## config.mk

```make
export PLATFORM = sky130hd
export DESIGN_NAME = uart_rx_stream
export DESIGN_NICKNAME = d
export VERILOG_FILES = /design/src/rtl/uart_rx_stream.sv
export SDC_FILE = /design/constraint.sdc
export NUM_CORES = 1
export LEC_CHECK = 0
export ABC_AREA = 1
export ABC_CLOCK_PERIOD_IN_PS = 3650
export CORE_MARGIN = 2
export CORE_UTILIZATION = 60
export DETAILED_ROUTE_END_ITERATION = 8
export PLACE_DENSITY = 0.79
export SLEW_MARGIN = 0
export SYNTH_ARGS = -nofsm -noshare
export SYNTH_HDL_FRONTEND = slang
export SYNTH_SLANG_ARGS = --single-unit
```

## constraint.sdc

```tcl
create_clock -name clk -period 3.65 [get_ports clk]
set_input_delay 0.73 -clock clk [delete_from_list [all_inputs] [get_ports clk]]
set_output_delay 0.73 -clock clk [all_outputs]
set_load 0.005 [all_outputs]
```

## src/rtl/uart_rx_stream.sv

```systemverilog
// ---------------------------------------------------------------------------
// uart_rx_stream
//
// UART receiver: deserialises the asynchronous RX line into DATA_WIDTH-bit
// words (LSB first, no parity, one stop bit) and offers each word on a
// valid/ready stream. Each bit is sampled OVERSAMPLE times, and the value is
// a 3-sample majority vote around mid-bit. The receiver rejects glitches on
// the start bit and flags framing and overrun errors.
//
// Ports
//   clk          system clock, rising edge
//   rst_n        asynchronous active-low reset
//   rx_pin       asynchronous serial input, idle high
//   rx_data      received word, stable while rx_valid is high
//   rx_valid     word available
//   rx_ready     downstream accepts (transfer on rx_valid && rx_ready)
//   frame_err    one-cycle pulse: stop bit sampled low
//   overrun_err  one-cycle pulse: completed word dropped, output still full
//   busy         receiver FSM is not idle
// ---------------------------------------------------------------------------
module uart_rx_stream #(
    parameter int CLK_FREQ   = 100000000,
    parameter int BAUD       = 115200,
    parameter int OVERSAMPLE = 16,
    parameter int DATA_WIDTH = 8
) (
    input  logic                  clk,
    input  logic                  rst_n,
    input  logic                  rx_pin,
    output logic [DATA_WIDTH-1:0] rx_data,
    output logic                  rx_valid,
    input  logic                  rx_ready,
    output logic                  frame_err,
    output logic                  overrun_err,
    output logic                  busy
);

    localparam int DIV_RAW = CLK_FREQ / (BAUD * OVERSAMPLE);
    localparam int DIV     = (DIV_RAW < 1) ? 1 : DIV_RAW;
    localparam int TW      = (DIV > 1) ? $clog2(DIV) : 1;
    localparam int SW      = $clog2(OVERSAMPLE);
    localparam int M       = OVERSAMPLE / 2;
    localparam int BW      = $clog2(DATA_WIDTH + 1);

    typedef enum logic [2:0] {
        ST_IDLE,
        ST_START,
        ST_DATA,
        ST_STOP,
        ST_WAIT_HIGH
    } state_t;

    state_t                  state_q, state_d;
    logic                    sync1_q, sync1_d;
    logic                    sync2_q, sync2_d;
    logic [TW-1:0]           tick_cnt_q, tick_cnt_d;
    logic [SW-1:0]           s_q, s_d;
    logic [BW-1:0]           bitcnt_q, bitcnt_d;
    logic [1:0]              samp_q, samp_d;
    logic [DATA_WIDTH-1:0]   shift_q, shift_d;
    logic [DATA_WIDTH-1:0]   rx_data_q, rx_data_d;
    logic                    rx_valid_q, rx_valid_d;
    logic                    frame_err_q, frame_err_d;
    logic                    overrun_err_q, overrun_err_d;

    logic                    rx_s;
    logic                    tick;
    logic                    s_wrap;
    logic                    at_vote;
    logic                    vote;
    logic [DATA_WIDTH-1:0]   bit_sel;

    assign rx_s    = sync2_q;
    assign tick    = (tick_cnt_q == TW'(DIV - 1));
    assign s_wrap  = (s_q == SW'(OVERSAMPLE - 1));
    // The third vote sample is the live value at s=M+1; the first two were
    // captured on the preceding ticks.
    assign at_vote = tick && (s_q == SW'(M + 1));
    assign vote    = (samp_q[0] & samp_q[1]) | (samp_q[0] & rx_s) | (samp_q[1] & rx_s);

    // One-hot select of the shift-register bit addressed by the bit counter.
    genvar gi;
    generate
        for (gi = 0; gi < DATA_WIDTH; gi++) begin : g_bit_sel
            assign bit_sel[gi] = (bitcnt_q == BW'(gi));
        end
    endgenerate

    always_comb begin
        sync1_d       = rx_pin;
        sync2_d       = sync1_q;
        tick_cnt_d    = tick ? '0 : tick_cnt_q + TW'(1);
        state_d       = state_q;
        s_d           = s_q;
        bitcnt_d      = bitcnt_q;
        samp_d        = samp_q;
        shift_d       = shift_q;
        rx_data_d     = rx_data_q;
        // A pending word leaves on accept; a load below may re-set it.
        rx_valid_d    = rx_valid_q & ~rx_ready;
        frame_err_d   = 1'b0;
        overrun_err_d = 1'b0;

        if (tick) begin
            if (s_q == SW'(M - 1)) samp_d[0] = rx_s;
            if (s_q == SW'(M))     samp_d[1] = rx_s;
            if (state_q != ST_IDLE) s_d = s_wrap ? '0 : s_q + SW'(1);
        end

        case (state_q)
            ST_IDLE: begin
                s_d = '0;
                if (tick && !rx_s) begin
                    state_d = ST_START;
                    s_d     = SW'(1);
                end
            end
            ST_START: begin
                if (at_vote && vote) begin
                    // Low pulse too short to be a start bit.
                    state_d = ST_IDLE;
                    s_d     = '0;
                end else if (tick && s_wrap) begin
                    state_d  = ST_DATA;
                    bitcnt_d = '0;
                end
            end
            ST_DATA: begin
                if (at_vote) begin
                    shift_d = (shift_q & ~bit_sel) | ({DATA_WIDTH{vote}} & bit_sel);
                end
                if (tick && s_wrap) begin
                    bitcnt_d = bitcnt_q + BW'(1);
                    if (bitcnt_q + BW'(1) == BW'(DATA_WIDTH)) state_d = ST_STOP;
                end
            end
            ST_STOP: begin
                if (at_vote) begin
                    if (vote) begin
                        if (!rx_valid_q || rx_ready) begin
                            rx_data_d  = shift_q;
                            rx_valid_d = 1'b1;
                        end else begin
                            overrun_err_d = 1'b1;
                        end
                        // Return at mid stop bit so the next start edge is
                        // caught with half a bit of margin.
                        state_d = ST_IDLE;
                        s_d     = '0;
                    end else begin
                        frame_err_d = 1'b1;
                        state_d     = ST_WAIT_HIGH;
                    end
                end
            end
            ST_WAIT_HIGH: begin
                // A held-low line (break) must not look like a new start bit.
                if (tick && rx_s) begin
                    state_d = ST_IDLE;
                    s_d     = '0;
                end
            end
            default: begin
                state_d = ST_IDLE;
                s_d     = '0;
            end
        endcase
    end

    always_ff @(posedge clk or negedge rst_n) begin
        if (!rst_n) begin
            sync1_q       <= 1'b1;
            sync2_q       <= 1'b1;
            tick_cnt_q    <= '0;
            state_q       <= ST_IDLE;
            s_q           <= '0;
            bitcnt_q      <= '0;
            samp_q        <= '0;
            shift_q       <= '0;
            rx_data_q     <= '0;
            rx_valid_q    <= 1'b0;
            frame_err_q   <= 1'b0;
            overrun_err_q <= 1'b0;
        end else begin
            sync1_q       <= sync1_d;
            sync2_q       <= sync2_d;
            tick_cnt_q    <= tick_cnt_d;
            state_q       <= state_d;
            s_q           <= s_d;
            bitcnt_q      <= bitcnt_d;
            samp_q        <= samp_d;
            shift_q       <= shift_d;
            rx_data_q     <= rx_data_d;
            rx_valid_q    <= rx_valid_d;
            frame_err_q   <= frame_err_d;
            overrun_err_q <= overrun_err_d;
        end
    end

    assign rx_data     = rx_data_q;
    assign rx_valid    = rx_valid_q;
    assign frame_err   = frame_err_q;
    assign overrun_err = overrun_err_q;
    assign busy        = (state_q != ST_IDLE);

endmodule

```

Word-level counts from Yosys, hierarchy flattened
Index checks and enable logic that the tools add are counted.
- input bits: 4
- register bits: 40
- output and inout port bits: 12
- word-level logic and storage cells: 104
- equal/unequal tests: 25
- $add $sub $neg: 3
- reduce and logical (&&, ||, !) cells: 18
- multiplexer cells: 34
- bitwise operators: 11
- operator list (kind ; count):
    $mux 4 ; 10
    $mux 3 ; 8
    $eq 4x3->1 const B ; 5
    $pmux 4 s5 ; 1
    $and 8x8->8 ; 2
    $eq 4x4->1 const B ; 4
    $pmux 3 s5 ; 1
    $ne 2x2->1 const B ; 7
    $mux 1 ; 12
    $add 4x1->4 const B ; 2
    $eq 4x2->1 const B ; 2
    $not 8->8 ; 1
    $or 8x8->8 ; 1
    $pmux 4 s2 ; 1
    $reduce_and 4->1 ; 2
    $add 6x1->6 const B ; 1
    $eq 3x2->1 const B ; 2
    $eq 6x6->1 const B ; 1
    $mux 6 ; 1
    $reduce_and 2->1 ; 3
    $reduce_and 6->1 ; 1
    $logic_and 1x1->1 ; 5
    $and 1x1->1 ; 4
    $eq 4x1->1 const B ; 1
    other kinds (11) ; 13

Longest topological paths before layout
Gate-level depths: netlist (run 1).
- depth in word-level cells: 7
- depth in mapped cells: 11
- gate-level depth less buffers: 11

Least setup slack after synthesis (run 1)
No wires, ideal clock.
- path type: register -> register
- start point: reg tick_cnt_q[1]
- end point: reg rx_data_q[0], in the netlist rx_data[0]
- slack: 2.212 ns
- setup time: 0.117 ns
- buffers on the path: 0
- stages on the path, launching flop included: 10
- required time: 3.533 ns
- period minus slack after synthesis: 1.438 ns
- data arrival time: 1.321 ns
- cell sequence: dfrtp_1 > inv_1 > ha_1 > nand2_1 > nor2_4 > nand3_2 > nor2_4 > nand2_4 > nand2_1 > nand2_1
- longest elaborated chain between the ends: 3
- RTL lines (what ; line ; RTL):
    start, declared ; 56 ; logic [TW-1:0] tick_cnt_q, tick_cnt_d;
    start signal, assigned ; 187 ; tick_cnt_q <= tick_cnt_d;
    $eq 6x6->1 ; 74 ; assign tick = (tick_cnt_q == TW'(DIV - 1));
    $logic_and 1x1->1 ; 78 ; assign at_vote = tick && (s_q == SW'(M + 1));
    $reduce_and 4->1 (no source line) ; n/a ;
    end signal, assigned ; 193 ; rx_data_q <= rx_data_d;
    end, declared ; 61 ; logic [DATA_WIDTH-1:0] rx_data_q, rx_data_d;
No other way between the ends.
A chain may end at the register's enable or synchronous reset.

Worst setup path in the final report (run 1)
- start point: reg state_q[2]
- end point: out busy
- longest elaborated chain between the ends: 1
- RTL lines (what ; line ; RTL):
    start, declared ; 53 ; state_t state_q, state_d;
    start signal, assigned ; 188 ; state_q <= state_d;
    $reduce_bool 3->1 ; 204 ; assign busy = (state_q != ST_IDLE);
    end, declared ; 35 ; output logic busy
No other way between the ends.

==> results of run 1 <==
-- cell type report --
class / instances / area (um^2) / share of cell area, %
clock buffers: 5 / 37.5 / 1.64
clock inverters: 3 / 42.5 / 1.86
inverters: 28 / 105 / 4.59
multi-input cells: 169 / 900 / 39.3
flip-flops and latches: 40 / 1000 / 43.8
well taps: 46 / 57.6 / 2.51
repair buffers: 15 / 145 / 6.34
-- cells in the mapped netlist --
cell / n
a21oi_1: 4
a21oi_2: 1
and3_1: 1
buf_6: 1
clkbuf_1: 1
dfrtp_1: 38
dfstp_2: 2
ha_1: 9
inv_1: 25
inv_2: 3
nand2_1: 64
nand2_2: 1
nand2_4: 1
nand3_1: 28
nand3_2: 2
nand3b_1: 1
nand4_1: 4
nand4_4: 1
nor2_1: 15
nor2_2: 3
nor2_4: 5
nor3_1: 6
nor3b_1: 1
o21ai_0: 17
o21ai_1: 4
or2_2: 1
-- report_power, final --
part	switching [mW]	internal, mW
clock network	0.150	0.143
registers	0.000758	0.445
logic	0.00865	0.00241
total	0.160	0.590
-- worst paths after layout --
kind                            depth (start not counted)           from             to
worst min register to register                          0        sync1_q           rx_s
min in group asynchronous                               1          rst_n  tick_cnt_q[2]
worst max-delay path                                    3     state_q[2]           busy
worst min-delay path                                    0        sync1_q           rx_s
max in group asynchronous                               1          rst_n    bitcnt_q[2]
worst max register to register                          9  tick_cnt_q[1]     rx_data[4]
-- layer usage --
metal	global-route usage [%]	routed length (um)
met1	29.8	1710
met4	6.38	41
met3	6.21	172
met5	0	0
met2	31.3	1590
-- cells by family after synthesis --
kind of cell    Yosys count
compound gates           26
fa+ha+maj                 9
buf+inv                  30
flops                    40
simple gates            134
-- through the flow --
step | area, um^2 | std cells | power (mW) | hold slack (ps)
floorplan | 2020 | 239 | 0.455 | 345
global placement | 2210 | 298 | 0.466 | 347
detailed placement | 2210 | 298 | 0.466 | 350
CTS | 2290 | 306 | 0.754 | 367
global route | 2290 | 306 | 0.775 | 371
finish | 2290 | 306 | 0.750 | 365
==> impl_metrics.ini, run 1 <==
[outcome]
status = finished, final reports clean

[yosys]
synthXorXnorAreaFrac_pct = 0
syn_inst = 239
synth_top_family_by_area = simple AND/OR/NAND/NOR gates
synth_compound_area_share_pct = 6.62
syn-mean-instance-area_um2 = 8.47
yosysUniqueCellTypes = 26
yosysWarnings = 0
synth.area.mux_share_pct = 0
yosysTopAreaCell = dfrtp_1
syn-cell-area_um2 = 2020
ys_ff_latch = 40
seq_area_frac_synth_pct = 49.6
synth_area_leaders = dfrtp_1 (47%), nand2_1 (12%), nand3_1 (6.9%)
synth_fa_ha_area_share_pct = 5.57
synth_top_area_share_pct = 47.0
synth-simple-area-share_pct = 32.3
syn_nets = 252

[cells_and_area]
diodes = 0
final_util_pct = 69.8
final_cell_mix = nand2_1 (64), dfrtp_1 (38), nand3_1 (28)
final_common_cell = nand2_1
syn2layout_area_growth_pct = 13.2
drive_above_1_share_pct = 11.2
nNetsFinal = 272
fillers = 266

[min_path]
hp-class = reg -> reg

[power]
p_leak_nw = 1.08
ir_worst_vdd_mv = 0.234
p_per_area_nw_per_um2 = 327

[clock_network]
cts_max_level = 2
clockBufferDepth = 2
clkSinkCount = 40
cts_tree = built
ctsHoldBuffers = 0
cts-resized-gates = 0
insertion_delay_ps = 350
post_cts_buffers = 0
cts.reportedPaths.clkPinSlew_ps = 110
cts_root_buf = clkbuf_4
cts_made_buffers = 5

[critical_path]
r2r_setup_slack_ps = 1790
crit_path_max_fanout = 6
worst-path-buf-inv = 1
worstPathRequired_ps = 2920
critical_path_arrival_ps = 1580
critical_path_class = reg -> out
startpoint_type = flip-flop
crit_slowest_cell = clkdlybuf4s50_1
cpPeakStageDelay_ps = 480
cp-end-kind = output port
crit_chain = nor2_1 -> nand2_1 -> clkdlybuf4s50_1
crit_family = buffers and inverters

[die]
die_h_um = 62.1
initial_core_util_pct = 61.6
num_rows = 21
ios = 16
die_width_um = 62.1
dieArea_um2 = 3850
coreArea_um2 = 3280

[timing]
fmax_mhz = 433
finalWorstSetupSlack_ps = 1340
hold_viol_final = 0
clock_skew_ps = 7.28
tightestPinTransition_ps = 846
period_needed_ps = 2310
rsz0062_at_grt = false
setup_viol = 0
finalMaxSlewViolations = 0
max_slew_margin_pct = 43.6
fin_crit_sh_pct = 63.2
tns_ps = 0

[routing]
ant_nets = 0
wirelength_um = 3520
wl_per_cell_um = 11.5
drc = 0
num_vias = 1561
drtIter0Drc = 88
dr.pass1.iters = 4
viasPerCell = 5.10

[global_route]
grt-ovfl-total = 0
grt_first_pass_wirelength_um = 5780
antenna_found_initial = 0
grt_max_degree = 41
grt_use_total_pct = 21.0
grt_pass1_vias = 1333

[placement]
place_congestion = 0.850
hpwl_um = 2610
io_buffers = 15
place_ws_ps = 1730

[job]
maxCapViolations = 0
(Power assumes the default switching activity.)
==> run 2: changes to the inputs <==
--- a/config.mk
+++ b/config.mk
@@ -6,11 +6,11 @@
 export NUM_CORES = 1
 export LEC_CHECK = 0
 export ABC_AREA = 1
-export ABC_CLOCK_PERIOD_IN_PS = 3650
+export ABC_CLOCK_PERIOD_IN_PS = 2200
 export CORE_MARGIN = 2
-export CORE_UTILIZATION = 60
+export CORE_UTILIZATION = 57
 export DETAILED_ROUTE_END_ITERATION = 8
-export PLACE_DENSITY = 0.79
+export PLACE_DENSITY = 0.75
 export SLEW_MARGIN = 0
 export SYNTH_ARGS = -nofsm -noshare
 export SYNTH_HDL_FRONTEND = slang
==> constraint.sdc (replaced) <==
create_clock -name clk -period 2.2 [get_ports clk]
set_input_delay 0.44 -clock clk [delete_from_list [all_inputs] [get_ports clk]]
set_output_delay 0.44 -clock clk [all_outputs]
set_load 0.005 [all_outputs]
==> run 2 against run 1 <==
Net effect: clock skew rose by 1.5 ps; design area grew 1.4%; setup slack worse by 1200 ps; first-iteration DRC count decreased by 6.8%; final cell count grew 0.98%; critical path depth stayed put; worst hold slack improved by 6.9 ps; sequential share of layout area decreased by 0.59 points; sequential cell count stayed put; critical endpoint unchanged; largest power group unchanged.
==> impl_metrics.ini, run 2 (synthesis results as in run 1) <==
[outcome]
status = finished, final reports clean

[placement]
placed_cell_area_um2 = 2230
place_congestion = 0.833
io_buffers = 15
dp_cells = 300
hpwl_um = 2780

[cells_and_area]
syn2layout_area_growth_pct = 14.8
final_cell_mix = nand2_1 (63), dfrtp_1 (38), nand3_1 (28)
final_cell_area_um2 = 2320
drive_above_1_share_pct = 12.2
nNetsFinal = 275
layout.cells.non_filler = 309
final_util_pct = 69.0
final_common_cell = nand2_1
diodes = 0

[clock_network]
cts_max_level = 2
insertion_delay_ps = 350
cts.reportedPaths.clkPinSlew_ps = 130
cts_root_buf = clkbuf_4
cts_made_buffers = 5
clkSinkCount = 40
cts_tree = built
clockBufferDepth = 2

[timing]
fmax_mhz = 495
tightestPinTransition_ps = 379
finalMaxSlewViolations = 0
period_needed_ps = 2020
hold_viol_final = 0
tns_ps = 0
rsz0062_at_grt = false
max_slew_margin_pct = 74.7
clock_skew_ps = 8.79
fin_crit_sh_pct = 91.9
setup_viol = 0

[die]
die_width_um = 63.6
ios = 16
die_h_um = 63.6
num_rows = 21
initial_core_util_pct = 60.2
coreArea_um2 = 3360
dieArea_um2 = 4040

[critical_path]
cp-end-kind = output port
startpoint_type = flip-flop
worstPathRequired_ps = 1760
critical_path_arrival_ps = 1580
crit_path_max_fanout = 6
critical_path_class = reg -> out

[routing]
wirelength_um = 3580
dr.pass1.iters = 4
num_vias = 1544
drtIter0Drc = 82
ant_nets = 0
drc = 0
viasPerCell = 5.00
wl_per_cell_um = 11.6

[global_route]
grt_use_total_pct = 20.7
antenna_found_initial = 0
grt_max_degree = 21
grt-ovfl-total = 0
grt_first_pass_wirelength_um = 6480
grt_pass1_vias = 1493

[power]
p_per_area_nw_per_um2 = 544
p_total_mw = 1.26
p_leak_nw = 1.10
ir_worst_vdd_mv = 0.455

[min_path]
hp-class = reg -> reg

[job]
maxCapViolations = 0
## run 2: path summary, 6_finish.rpt
| path | start | end | slack, ps | cells after the start |
|---|---|---|---|---|
| worst max-delay path | state_q[2] | busy | 180 | 3 |
| worst min-delay path | sync1_q | rx_s | 370 | 0 |
| worst max register to register | tick_cnt_q[1] | rx_data[7] | 390 | 9 |
| worst min register to register | sync1_q | rx_s | 370 | 0 |
| max in group asynchronous | rst_n | rx_s | 1270 | 3 |
| min in group asynchronous | rst_n | tick_cnt_q[0] | 450 | 2 |
## run 2: per-layer routing
metal	vias up	wire (um)	global-route usage, %	share of wire (%)
li1	816	-	-	-
met1	698	1840	28.0	51
met2	25	1580	32.1	44
met3	5	113	5.89	3.2
met4	0	47	6.52	1.3
met5	-	0	0	0
## run 2: power by group
group	switching, mW	internal [mW]
combinational	0.0151	0.00752
clock	0.258	0.243
sequential	0.00135	0.738
## run 2: per-stage QoR
step           setup WS [ps]  hold WS (ps)
6_report                 179           372
5_1_grt                 29.3           377
4_1_cts                  123           374
3_5_place_dp             397           296
3_3_place_gp             465           295
2_1_floorplan            762           144
## run 2: layout make-up
cell class	count	area, um^2
sequential	40	1000
tap	46	57.6
clock inverter	3	46.3
multi-input combinational	169	902
fill	305	1040
timing repair buffer	18	170
clock buffer	5	37.5
inverter	28	105
## run 2: repair_timing
action | 4_1_cts | 5_1_grt
endpoints found under the setup margin | 0 | 1
hold endpoints to repair | 6 | 0
buffers inserted | 0 | 0
gates resized for setup | 0 | 1
hold buffers | 1 | 0
## run 2: critical path: stages, from the launching register on
cell,delay (ps)
dfrtp_1,420
nor2_1,210
nand2_2,130
clkdlybuf4s50_1,470
==> run 3: changes to the inputs <==
--- a/config.mk
+++ b/config.mk
@@ -5,12 +5,11 @@
 export SDC_FILE = /design/constraint.sdc
 export NUM_CORES = 1
 export LEC_CHECK = 0
-export ABC_AREA = 1
 export ABC_CLOCK_PERIOD_IN_PS = 2200
 export CORE_MARGIN = 2
-export CORE_UTILIZATION = 57
+export CORE_UTILIZATION = 58
 export DETAILED_ROUTE_END_ITERATION = 8
-export PLACE_DENSITY = 0.75
+export PLACE_DENSITY = 0.76
 export SLEW_MARGIN = 0
 export SYNTH_ARGS = -nofsm -noshare
 export SYNTH_HDL_FRONTEND = slang
==> run 3 against run 2 <==
Net effect: wire length increased by 8.3%; clock skew is 3.9 ps lower; fmax shrank 4.7%; clock-buffer cell count increased by 1; area after synthesis up 6.4%; first-iteration DRC count grew 38%; die area rose by 4.3%; critical path depth decreased by 1; worst hold slack lost 120 ps; sequential share of layout area down 2.1 points; power increased by 6.3%.
==> impl_metrics.ini, run 3 <==
[die]
ios = 16
dieArea_um2 = 4210
die_width_um = 64.9
die_h_um = 64.9
initial_core_util_pct = 59.7
coreArea_um2 = 3610
num_rows = 22

[yosys]
synthXorXnorAreaFrac_pct = 2.03
synth_area_leaders = dfrtp_1 (44%), mux2_4 (5.6%), ha_1 (5.2%)
dominantRegCellSynth = dfrtp_1
ys_ff_latch = 40
syn_nets = 201
async_reset_ff_share_pct = 100
synth_fa_ha_area_share_pct = 5.70
seq_area_frac_synth_pct = 46.6
syn-mean-instance-area_um2 = 11.4
syn-cell-area_um2 = 2150
synth_top_family_by_area = simple AND/OR/NAND/NOR gates
synth_compound_area_share_pct = 7.97
syn_inst = 188
synth-edff-count = 0
yosysWarnings = 0
synth.area.mux_share_pct = 11.7
synth-simple-area-share_pct = 21.9
yosysTopAreaCell = dfrtp_1
synth_common_cells = dfrtp_1 (38), nand2_1 (17), nor2_1 (14)
yosysMostFrequentCell = dfrtp_1
yosysUniqueCellTypes = 46
synth_top_area_share_pct = 44.2

[global_route]
gr-usage-met3_pct = 5.38
grt_first_pass_wirelength_um = 6690
grt_pass1_vias = 1417
grt_busiest_layer = met2
antenna_found_initial = 0
grt-ovfl-total = 0
use_met1_pct = 25.8
grt_use_total_pct = 21.1
grt_max_degree = 41
grt_util_met2_pct = 34.7

[power]
p_per_area_nw_per_um2 = 550
combPwrFrac_pct = 1.4
ir_worst_vdd_mv = 0.286
p_leak_nw = 1.07
seq_power_share_pct = 55.2
power.internal_mw = 1.08
clockPowerShare_pct = 43.4
p_switching_uw = 263
p_sw_share_pct = 19.6

[clock_network]
insertion_delay_ps = 290
cts.reportedPaths.clkPinSlew_ps = 70
cts_root_buf = clkbuf_8
clockBufferDepth = 2
cts_tree = built
post_cts_buffers = 0
cts_max_level = 2
cts_made_buffers = 5
clkSinkCount = 40
ctsHoldBuffers = 0

[timing]
finalWorstSetupSlack_ps = 78.4
tns_ps = 0
setup_viol = 0
clock_skew_ps = 4.88
hold_viol_final = 0
tightestPinTransition_ps = 856
fmax_mhz = 471
rsz0062_at_grt = false
finalMaxSlewViolations = 0
period_needed_ps = 2120
max_slew_margin_pct = 42.9
fin_crit_sh_pct = 96.4

[critical_path]
crit_path_max_fanout = 10
r2r_end = rx_data[1]
startpoint_type = flip-flop
cp-end-kind = output port
critical_path_arrival_ps = 1680
r2r_setup_slack_ps = 180
r2r-start = tick_cnt_q[1]
worstPathRequired_ps = 1760
critical_path_class = reg -> out
reg2reg_depth = 6

[placement]
io_buffers = 15
hpwl_um = 2790
place_congestion = 0.877
place_ws_ps = 185

[cells_and_area]
final_common_cell = dfrtp_1
diodes = 0
syn2layout_area_growth_pct = 13.4
final_cell_mix = dfrtp_1 (37), nand2_1 (17), nor2_1 (14), clkdlybuf4s50_1 (14), mux2_2 (10)
nNetsFinal = 218
drive_above_1_share_pct = 21.8

[routing]
wl_per_cell_um = 15.3
dr.pass1.iters = 4
num_vias = 1470
drtIter0Drc = 113
drc = 0
wirelength_um = 3880
viasPerCell = 5.79
ant_nets = 0

[job]
maxCapViolations = 0

[min_path]
hp-class = in -> async

[outcome]
status = finished, final reports clean
==> run 3: worst max-delay path by stage <==
stage	from	end	slack, ps	cells after the start
2_1_floorplan	tick_cnt_q[1]	rx_data[0]	270	6
3_3_place_gp	tick_cnt_q[1]	rx_data[7]	260	6
3_5_place_dp	tick_cnt_q[1]	rx_data[5]	190	6
4_1_cts	state_q[2]	busy	50	2
5_1_grt	tick_cnt_q[1]	rx_data[1]	10	6
6_report	state_q[0]	busy	80	2
==> run 3: per-layer routing <==
metal,wire length [um],share of wire [%],vias to the layer above
met5,0,0,-
met2,1880,49,39
met3,172,4.4,7
li1,-,-,703
met1,1760,45,721
met4,61,1.6,0
==> run 3: repair_timing <==
| item | in CTS | in global routing |
|---|---|---|
| endpoints found under the setup margin | 1 | 1 |
| resized for setup | 1 | 1 |
| hold endpoints to repair | 0 | 0 |
==> run 3: stage by stage <==
stage                     instances  utilization, %  cell area, um^2  power, mW  hold slack [ps]
after floorplan                 188               -             2150      0.755              144
after global placement          246            64.5             2330      0.774              348
after detailed placement        246            64.5             2330      0.775              348
after CTS                       254            67.7             2440       1.35              286
after global routing            254            67.7             2440       1.40              322
final                           254            67.7             2440       1.34              254
==> run 3: logic make-up after synthesis <==
logic type	Yosys count
DFF	40
adders and majority gates	10
muxes	20
AOI/OAI and AO/OA	24
buffers and inverters	17
and+or+nand+nor	72
xor gates and xnor gates	5
==> run 3: critical path: stages, from the launching register on <==
cell,delay [ps]
dfrtp_1,480
or3_4,450
clkdlybuf4s50_1,470
==> run 3: layout make-up <==
| cell class | instances | area [um^2] |
|---|---|---|
| inverters | 9 | 33.8 |
| fillers | 270 | 1160 |
| flip-flops and latches | 40 | 1000 |
| clock buffers | 6 | 72.6 |
| repair buffers | 18 | 168 |
| clock inverters | 2 | 35.0 |
| multi-input cells | 131 | 1070 |
| well taps | 48 | 60.1 |
==> run 3: power groups by stage <==
stage	clock network (mW)	logic [mW]	registers (mW)
after floorplan	0	0.00130	0.754
after global placement	0	0.0189	0.755
after detailed placement	0	0.0199	0.755
after CTS	0.593	0.0199	0.740
after global routing	0.632	0.0225	0.741
final	0.583	0.0187	0.741
